$ cat config.mk
export PLATFORM = sky130hd
export DESIGN_NAME = spram_bus_port_flat
export DESIGN_NICKNAME = d
export VERILOG_FILES = /design/src/rtl/spram_bus_port_if.sv /design/src/rtl/spram_bus_port.sv /design/src/flat_wrapper.sv
export SDC_FILE = /design/constraint.sdc
export NUM_CORES = 1
export LEC_CHECK = 0
export CAP_MARGIN = 25
export CORE_UTILIZATION = 27
export CTS_CLUSTER_DIAMETER = 80
export DETAILED_ROUTE_END_ITERATION = 10
export PLACE_DENSITY_LB_ADDON = 0.05
export SYNTH_ARGS = -nofsm -noshare
export SYNTH_HDL_FRONTEND = slang
export SYNTH_SLANG_ARGS = --single-unit
export TNS_END_PERCENT = 20
$ cat constraint.sdc
create_clock -name clk_i -period 3.2 [get_ports clk_i]
set_input_delay 0.8 -clock clk_i [delete_from_list [all_inputs] [get_ports clk_i]]
set_output_delay 0.8 -clock clk_i [all_outputs]
set_load 0.02 [all_outputs]
$ cat src/rtl/spram_bus_port_if.sv
// spram_bus_port_if
//   Groups the byte-addressed bus request/response signals together with the
//   16-bit spram read/write port that spram_bus_port drives.
//
//   Parameter:
//     widthad        spram word-address width; the bus byte address is widthad+1 bits
//
//   Signals:
//     req, we, is_word, addr, wdata   bus request (initiator -> port)
//     ack, rdata                      bus completion and read data (port -> initiator)
//     ram_rdaddress                   spram read address (port -> spram)
//     ram_q                           spram read data, one cycle after the address (spram -> port)
//     ram_wraddress, ram_wren, ram_data   spram write port (port -> spram)
//
//   Modports:
//     slave   the spram_bus_port itself
//     master  its environment: the bus mux on one side and the spram on the other
interface spram_bus_port_if #(
  parameter int widthad = 14
);
  logic               req;
  logic               we;
  logic               is_word;
  logic [widthad:0]   addr;
  logic [15:0]        wdata;
  logic               ack;
  logic [15:0]        rdata;
  logic [widthad-1:0] ram_rdaddress;
  logic [15:0]        ram_q;
  logic [widthad-1:0] ram_wraddress;
  logic               ram_wren;
  logic [15:0]        ram_data;

  modport slave (
    input  req, we, is_word, addr, wdata, ram_q,
    output ack, rdata, ram_rdaddress, ram_wraddress, ram_wren, ram_data
  );

  modport master (
    output req, we, is_word, addr, wdata, ram_q,
    input  ack, rdata, ram_rdaddress, ram_wraddress, ram_wren, ram_data
  );
endinterface

$ cat src/rtl/spram_bus_port.sv
// spram_bus_port
//   Converts 8086-style byte-addressed bus accesses into word accesses on a
//   16-bit spram without byte enables. Byte writes are done as
//   read-modify-write; word accesses at odd byte addresses are split across
//   two consecutive RAM words (A0 = addr>>1 and A1 = A0+1, wrapping silently).
//   Data is little-endian: the even byte lives in [7:0], the odd byte in [15:8].
//
//   Ports:
//     clk_i    system clock
//     reset_i  asynchronous active-high reset
//     bus      spram_bus_port_if.slave: bus request/ack/rdata plus the spram port
module spram_bus_port #(
  parameter int widthad = 14
) (
  input  logic             clk_i,
  input  logic             reset_i,
  spram_bus_port_if.slave  bus
);

  typedef enum logic [2:0] {
    S_IDLE,
    S_RD0,
    S_RD1,
    S_WR0,
    S_WR1,
    S_DONE
  } state_t;

  state_t             state_q, state_d;
  logic               we_q, we_d;
  logic               is_word_q, is_word_d;
  logic [widthad:0]   addr_q, addr_d;
  logic [15:0]        wdata_q, wdata_d;
  logic [15:0]        buf0_q, buf0_d;
  logic [15:0]        buf1_q, buf1_d;
  logic [15:0]        rdata_q, rdata_d;

  logic [widthad-1:0] a0;
  logic [widthad-1:0] a1;
  logic               split;

  assign a0    = addr_q[widthad:1];
  assign a1    = a0 + {{(widthad-1){1'b0}}, 1'b1};
  assign split = is_word_q & addr_q[0];

  always_ff @(posedge clk_i or posedge reset_i) begin
    if (reset_i) begin
      state_q   <= S_IDLE;
      we_q      <= 1'b0;
      is_word_q <= 1'b0;
      addr_q    <= '0;
      wdata_q   <= '0;
      buf0_q    <= '0;
      buf1_q    <= '0;
      rdata_q   <= '0;
    end else begin
      state_q   <= state_d;
      we_q      <= we_d;
      is_word_q <= is_word_d;
      addr_q    <= addr_d;
      wdata_q   <= wdata_d;
      buf0_q    <= buf0_d;
      buf1_q    <= buf1_d;
      rdata_q   <= rdata_d;
    end
  end

  always_comb begin
    state_d   = state_q;
    we_d      = we_q;
    is_word_d = is_word_q;
    addr_d    = addr_q;
    wdata_d   = wdata_q;
    buf0_d    = buf0_q;
    buf1_d    = buf1_q;
    rdata_d   = rdata_q;

    case (state_q)
      S_IDLE: begin
        if (bus.req) begin
          we_d      = bus.we;
          is_word_d = bus.is_word;
          addr_d    = bus.addr;
          wdata_d   = bus.wdata;
          // An aligned word write replaces the whole word, so no read is needed.
          if (bus.we & bus.is_word & ~bus.addr[0])
            state_d = S_WR0;
          else
            state_d = S_RD0;
        end
      end

      S_RD0: begin
        buf0_d = bus.ram_q;
        if (split) begin
          state_d = S_RD1;
        end else if (we_q) begin
          state_d = S_WR0;
        end else begin
          state_d = S_DONE;
          // ram_q is used directly since buf0 only updates on this same edge.
          if (is_word_q)
            rdata_d = bus.ram_q;
          else if (addr_q[0])
            rdata_d = {8'h00, bus.ram_q[15:8]};
          else
            rdata_d = {8'h00, bus.ram_q[7:0]};
        end
      end

      S_RD1: begin
        buf1_d = bus.ram_q;
        if (we_q) begin
          state_d = S_WR0;
        end else begin
          state_d = S_DONE;
          rdata_d = {bus.ram_q[7:0], buf0_q[15:8]};
        end
      end

      S_WR0:   state_d = split ? S_WR1 : S_DONE;
      S_WR1:   state_d = S_DONE;
      S_DONE:  state_d = S_IDLE;
      default: state_d = S_IDLE;
    endcase
  end

  // In IDLE the live bus address goes straight to spram so the read of A0 is
  // launched on the same edge that latches the request. RD0 prefetches A1 for
  // the second half of a split access.
  assign bus.ram_rdaddress = (state_q == S_IDLE) ? bus.addr[widthad:1] :
                             (state_q == S_RD0)  ? a1 : a0;

  assign bus.ack       = (state_q == S_DONE);
  assign bus.rdata     = rdata_q;
  assign bus.ram_wren  = (state_q == S_WR0) || (state_q == S_WR1);
  assign bus.ram_wraddress = (state_q == S_WR1) ? a1 : a0;

  // Merge of new bytes with the preserved bytes of the buffered RAM words.
  // An odd byte write and the low half of a split word write share one form:
  // wdata[7:0] lands in the odd byte of A0.
  assign bus.ram_data = (state_q == S_WR1)             ? {buf1_q[15:8], wdata_q[15:8]} :
                        (is_word_q & ~addr_q[0])       ? wdata_q :
                        (~addr_q[0])                   ? {buf0_q[15:8], wdata_q[7:0]} :
                                                         {wdata_q[7:0], buf0_q[7:0]};

endmodule

$ cat src/flat_wrapper.sv
// flat-port wrapper written by rule: the top's interface ports become plain ports
module spram_bus_port_flat 
#(
  parameter int widthad = 14
)
  (clk_i, reset_i, bus_req, bus_we, bus_is_word, bus_addr, bus_wdata, bus_ram_q, bus_ack, bus_rdata, bus_ram_rdaddress, bus_ram_wraddress, bus_ram_wren, bus_ram_data);
  spram_bus_port_if #(.widthad(widthad)) bus_i ();
  input  logic clk_i;
  input  logic reset_i;
  input wire logic [$bits(bus_i.req)-1:0] bus_req;
  input wire logic [$bits(bus_i.we)-1:0] bus_we;
  input wire logic [$bits(bus_i.is_word)-1:0] bus_is_word;
  input wire logic [$bits(bus_i.addr)-1:0] bus_addr;
  input wire logic [$bits(bus_i.wdata)-1:0] bus_wdata;
  input wire logic [$bits(bus_i.ram_q)-1:0] bus_ram_q;
  output wire logic [$bits(bus_i.ack)-1:0] bus_ack;
  output wire logic [$bits(bus_i.rdata)-1:0] bus_rdata;
  output wire logic [$bits(bus_i.ram_rdaddress)-1:0] bus_ram_rdaddress;
  output wire logic [$bits(bus_i.ram_wraddress)-1:0] bus_ram_wraddress;
  output wire logic [$bits(bus_i.ram_wren)-1:0] bus_ram_wren;
  output wire logic [$bits(bus_i.ram_data)-1:0] bus_ram_data;
  assign bus_i.req = bus_req;
  assign bus_i.we = bus_we;
  assign bus_i.is_word = bus_is_word;
  assign bus_i.addr = bus_addr;
  assign bus_i.wdata = bus_wdata;
  assign bus_i.ram_q = bus_ram_q;
  assign bus_ack = bus_i.ack;
  assign bus_rdata = bus_i.rdata;
  assign bus_ram_rdaddress = bus_i.ram_rdaddress;
  assign bus_ram_wraddress = bus_i.ram_wraddress;
  assign bus_ram_wren = bus_i.ram_wren;
  assign bus_ram_data = bus_i.ram_data;
  spram_bus_port #(.widthad(widthad)) u_core (.clk_i(clk_i), .reset_i(reset_i), .bus(bus_i));
endmodule
==> results of run 1 <==
synthesized netlist by cell type:
cell         n  area, µm²
nand2_1    106        398
dfrtp_1     76       1900
mux2_2      42        473
o21ai_0     37        185
nor2_1      29        109
a21oi_1     26        130
clkbuf_1    25       93.8
mux2i_1     25        250
xnor2_1     18        158
mux2_1      14        158
buf_2        9       45.0
nand4_1      6       37.5
xor2_1       6       52.6
inv_1        5       18.8
nand3_1      5       25.0
nor3_1       4       20.0
nor4_1       4       25.0
nor3b_1      3       22.5
buf_1        2       7.51
o32ai_1      2       17.5
or3_1        2       12.5
or3b_1       2       17.5
a211o_1      1       8.76
a31oi_1      1       6.26
and2_1       1       6.26
buf_6        1       11.3
clkbuf_2     1       5.00
ha_1         1       12.5
nand3b_1     1       7.51
nand4bb_1    1       11.3
nor2_2       1       6.26
nor2b_1      1       6.26
nor3_2       1       10.0
nor3b_2      1       12.5
nor4_2       1       12.5
nor4b_1      1       8.76
o211ai_1     1       7.51
o21a_1       1       7.51
o21ai_1      1       5.00
o22ai_1      1       6.26
o31ai_1      1       7.51
timing repair:
item                                    CTS  global route
pin swaps                                 1             0
resized for setup                        19            39
endpoints found under the setup margin   19            33
setup buffers                             0             2
cloned                                    0             1
cells by family after synthesis:
family | count (synthesis)
AOI/OAI and AO/OA | 72
xor gates and xnor gates | 24
buffers and inverters | 43
adders and majority gates | 1
muxes | 81
DFF | 76
and+or+nand+nor | 170
flip-flops by register name (all words and copies together) (netlist names):
signal            flops
u_core.addr_q        15
u_core.buf0_q        16
u_core.buf1_q         8
u_core.bus.rdata     16
u_core.is_word_q      1
u_core.state_q        3
u_core.wdata_q       16
u_core.we_q           1
tightest hold or removal path: cells and delay by family, from the launching register on:
kind	cells	cell delay [ns]
DFF	1	0.35
and+or+nand+nor	2	0.10
area by class of cell:
| class | count | share of cell area (%) |
|---|---|---|
| tap | 211 | 4.26 |
| clock buffer | 12 | 3.97 |
| inverter | 5 | 0.303 |
| sequential | 76 | 30.7 |
| clock inverter | 4 | 1.17 |
| timing repair buffer | 141 | 22.8 |
| multi-input combinational | 348 | 36.8 |
through the flow:
stage          cell area [µm²]  util [%]  instances  worst slack, ns  total power [W]
3_5_place_dp              5770      37.4        778            0.151          0.00614
4_1_cts                   6110      39.6        794          -0.0992          0.00724
6_report                  6200      40.2        797           0.0762          0.00709
5_1_grt                   6200      40.2        797          -0.0726          0.00761
2_1_floorplan             4320         -        467            0.462          0.00431
3_3_place_gp              5770      37.4        778            0.173          0.00611
report_power, final:
part           internal, W  leakage [nW]  switching [W]
Clock             0.000704         0.153       0.000397
Combinational      0.00193          1.75        0.00218
Sequential         0.00145         0.915       0.000433
metal layers:
metal  part of all wire (%)  GRT usage (%)  wire length, µm
met2                     51           29.1             6660
met3                    5.5           4.66              717
met4                    1.5           5.67              195
met1                     42           18.5             5430
met5                      0              0                0
how the worst min path moves through the flow:
stage                                start                to  slack, ns  cells past startpoint
after floorplan           u_core.buf0_q[0]  u_core.buf0_q[0]       0.45                      2
after global placement    u_core.buf0_q[3]  u_core.buf0_q[3]       0.47                      2
after detailed placement  u_core.buf0_q[0]  u_core.buf0_q[0]       0.47                      2
after CTS                 u_core.buf0_q[0]  u_core.buf0_q[0]       0.48                      2
after global routing      u_core.buf0_q[5]  u_core.buf0_q[5]       0.51                      2
final                     u_core.buf0_q[6]  u_core.buf0_q[6]       0.48                      2
==> results.cfg, run 1 <==
[floorplan]
core_area_um2 = 15400
rows = 45
die_y_um = 128
die_area_um2 = 16500
initial_core_util_pct = 28.0
die_w_um = 128
ios = 114

[clock_network]
clk_latency_ns = 0.33
cts_buffers = 9
h-tree-depth = 3
cts_buffer_depth = 2
cts_sinks = 76
cts.clk_slew.worst_paths_ns = 0.06
cts_tree = yes
cts_hold_buf = 0
cts_root_buffer = clkbuf_16

[synthesis]
synthAdderAreaFrac_pct = 0.290
synth_mux_area_share_pct = 20.4
ys_warn_count = 0
synthCells = 467
synth_seq_area_share_pct = 44.1
synth-seq-cells = 76
synth_xor_area_share_pct = 4.87
syn_area_um2 = 4320
synth_top_family_by_area = multiplexers
synth_compound_area_share_pct = 8.84
synth.net_count = 520
syn_area_per_cell_um2 = 9.24
synth-simple-area-share_pct = 17.3
yosysUniqueCellTypes = 41

[timing]
setup_violations = 0
worstMarginPinSlew_ns = 0.443
hold_viol_final = 0
period_share_pct = 97.6
period_minus_slack_ns = 3.12
fin_setup_tns_ns = 0
rsz0062_at_grt = yes
slew_violations = 0
clock_skew_ns = 0.00322
whs_ns = 0.483
max_freq_ghz = 0.320
maxSlewHeadroom_pct = 70.5

[global_route]
grt_util_all_layers_pct = 16.3
grt_pass1_vias = 3843
grt_pass1_wl_um = 20300
antenna_found_initial = 0
gr-total-overflow = 0
grt_max_degree = 77

[pwr]
power_density_nw_per_um2 = 1140
leakagePower_nw = 2.81
ir_drop_uv = 454

[routing]
ant_nets = 0
drt_first_pass_iters = 5
drt_wl_total_um = 13000
via_count = 3715
drc_errors = 0
wire_per_inst_um = 16.3
drt_iter0_markers = 123
vias_per_cell = 4.66

[worst_setup_path]
r2r-end = u_core.wdata_q[3]
cp.required_ns = 2.40
cp-endpoint = bus_ram_wraddress[11]
arrival_ns = 2.32
critPathTopFamily = simple AND/OR/NAND/NOR gates
crit_buf_inv = 2
crit_chain = or3b_1, buf_4, nor4_1, xor2_1, dlygate4sd2_1
cp-end-kind = output port
worstSetupStartpointType = flop
critPathSlowestCell = or3b_1
r2r_cells = 5
path_class = reg2out
path_depth = 5
crit_path_start = u_core.state_q[0]
path_max_fanout = 6
r2r_start = u_core.state_q[0]
rrSetupSlack_ns = 1.25
slowest_delay_ns = 0.48

[layout]
drive_gt1_share_pct = 16.9
seq_area_um2 = 1900
fill_cells = 1570
fin_nets = 634
layout_common_cells = nand2_1, dfrtp_1, clkdlybuf4s50_1, mux2_2, o21ai_0
layout_commonest_cell = nand2_1
multi_input_area_um2 = 2280
areaGrowthSynthToFinish_pct = 43.7
antenna_cells = 0

[outcome]
status = complete, no violations

[place]
portBuffers = 113
gp_congestion = 0.815
hpwl_um = 9420

[job]
max-cap-violations = 0

[hold_path]
hold_path_class = reg2reg
Power figures use the tool's default switching activity.
==> run 2: changes to the inputs <==
Settings changed: DONT_BUFFER_PORTS from default to 1.
==> run 2 against run 1 <==
- combinational power fell by 21%
- sequential share of layout area rose by 6.5 points
- critical path depth did not move
- total power fell by 8.8%
- critical path type unchanged
- worst hold slack got worse by 0.025 ns
- clock skew rose by 0.0027 ns
- setup slack improved by 0.062 ns
- fmax rose by 2.0%
- sequential cell count did not move
- cell count fell by 12%
- die area did not move
- largest cell class unchanged
- sequential power rose by 12%
==> results.cfg, run 2 (same netlist as run 1, synthesis figures left out) <==
[outcome]
status = complete, no violations

[pwr]
power_density_nw_per_um2 = 1270
ir_drop_uv = 451
leakagePower_nw = 2.14

[layout]
fin_area_um2 = 5110
multi_input_area_um2 = 2250
drive_gt1_share_pct = 22.6
layout_common_cells = nand2_1, dfrtp_1, buf_4, mux2_2, o21ai_0
fill_cells = 1650
layout_commonest_cell = nand2_1
antenna_cells = 0
seq_area_um2 = 1900
fin_nets = 539
areaGrowthSynthToFinish_pct = 18.4

[global_route]
grt_max_degree = 41
grt_util_all_layers_pct = 16.3
gr-total-overflow = 0
grt_pass1_vias = 3547
grt_pass1_wl_um = 19900
antenna_found_initial = 0

[hold_path]
hold_path_class = in2async

[timing]
rsz0062_at_grt = no
maxSlewHeadroom_pct = 45.9
fin_setup_tns_ns = 0
setup_violations = 0
slew_violations = 0
worstMarginPinSlew_ns = 0.803
max_freq_ghz = 0.327
clock_skew_ns = 0.00595
period_share_pct = 95.7
hold_viol_final = 0
period_minus_slack_ns = 3.06

[clock_network]
cts_sinks = 76
h-tree-depth = 3
cts.clk_slew.worst_paths_ns = 0.06
cts_setup_buffers = 0
cts_buffers = 9
cts_hold_buf = 0
cts_buffer_depth = 2
clk_latency_ns = 0.34
cts_tree = yes
cts_root_buffer = clkbuf_16

[worst_setup_path]
path_class = reg2out
r2r_cells = 6
worstSetupStartpointType = flop
path_max_fanout = 10
arrival_ns = 2.26
cp-end-kind = output port
cp.required_ns = 2.40
rrSetupSlack_ns = 0.95
r2r_start = u_core.addr_q[0]
r2r-end = u_core.bus.rdata[8]

[job]
max-cap-violations = 0

[routing]
ant_nets = 0
drc_errors = 0
drt_iter0_markers = 142
via_count = 3353
drt_first_pass_iters = 4
drt_wl_total_um = 12700
wire_per_inst_um = 18.0
vias_per_cell = 4.78

[floorplan]
die_y_um = 128
core_area_um2 = 15400
rows = 45
ios = 114
die_area_um2 = 16500
die_w_um = 128
initial_core_util_pct = 28.0

[place]
gp_congestion = 0.766
hpwl_um = 9480
place_area_um2 = 4780
portBuffers = 0
==> run 2: changes by cell type in the layout (fill, tap and decap cells not counted), sizes merged <==
cell / delta
dlygate4sd2: -10
clkbuf: -5
inv: -1
clkdlybuf4s50: -73
clkinv: +2
dlymetal6s2s: -27
buf: +19
==> run 2: layer usage <==
metal | GRT usage [%] | vias to the layer above | part of all wire [%]
met5 | 0 | - | 0
met4 | 4.50 | 0 | 1.3
met3 | 6.65 | 10 | 8.0
met2 | 29.8 | 96 | 52
met1 | 17.1 | 1617 | 39
li1 | - | 1630 | -
==> run 2: worst max path at each step <==
stage | startpoint | end | slack, ns | cells after the start
final | u_core.state_q[0] | bus_ram_wraddress[10] | 0.14 | 5
after global routing | u_core.state_q[0] | bus_ram_wraddress[10] | 0.01 | 5
after CTS | u_core.state_q[0] | bus_ram_wraddress[10] | 0.13 | 5
after detailed placement | u_core.state_q[0] | bus_ram_wraddress[10] | 0.51 | 5
after global placement | u_core.state_q[0] | bus_ram_wraddress[10] | 0.48 | 5
after floorplan | reset_i | u_core.addr_q[0] | 0.46 | 1
==> run 2: layout make-up <==
cell class,count,share of cell area (%)
clock buffers,11,4.75
repair buffers,46,6.75
flip-flops and latches,76,37.2
inverters,5,0.392
well taps,211,5.16
clock inverters,5,1.66
multi-input cells,348,44.1
==> run 2: timing repair <==
action,in CTS,in global routing
hold endpoints to repair,0,0
endpoints found under the setup margin,0,1
gates resized for setup,0,1
==> run 2: worst max-delay path: stages, from the launching register on <==
cell and delay (ns):
dfrtp_1 0.43, or3b_1 0.57, or3_1 0.46, nor2_1 0.14, xor2_1 0.15, buf_4 0.16
==> run 2: through the flow <==
stage / setup slack [ns] / total power [W] / util, % / hold WS [ns] / cells
final: 0.138 / 0.00647 / 33.1 / 0.459 / 702
after global routing: 0.00974 / 0.00695 / 33.1 / 0.517 / 702
after CTS: 0.130 / 0.00658 / 33.1 / 0.487 / 702
after detailed placement: 0.510 / 0.00541 / 31.0 / 0.471 / 686
after global placement: 0.479 / 0.00540 / 31.0 / 0.468 / 686
after floorplan: 0.462 / 0.00431 / - / 0.445 / 467
==> run 2: power breakdown <==
part	internal, W	switching, W	total, W	leakage [nW]
logic	0.00138	0.00185	0.00323	1.07
clock network	0.000708	0.000423	0.00113	0.156
registers	0.00144	0.000671	0.00211	0.915
total	0.00353	0.00294	0.00647	2.14
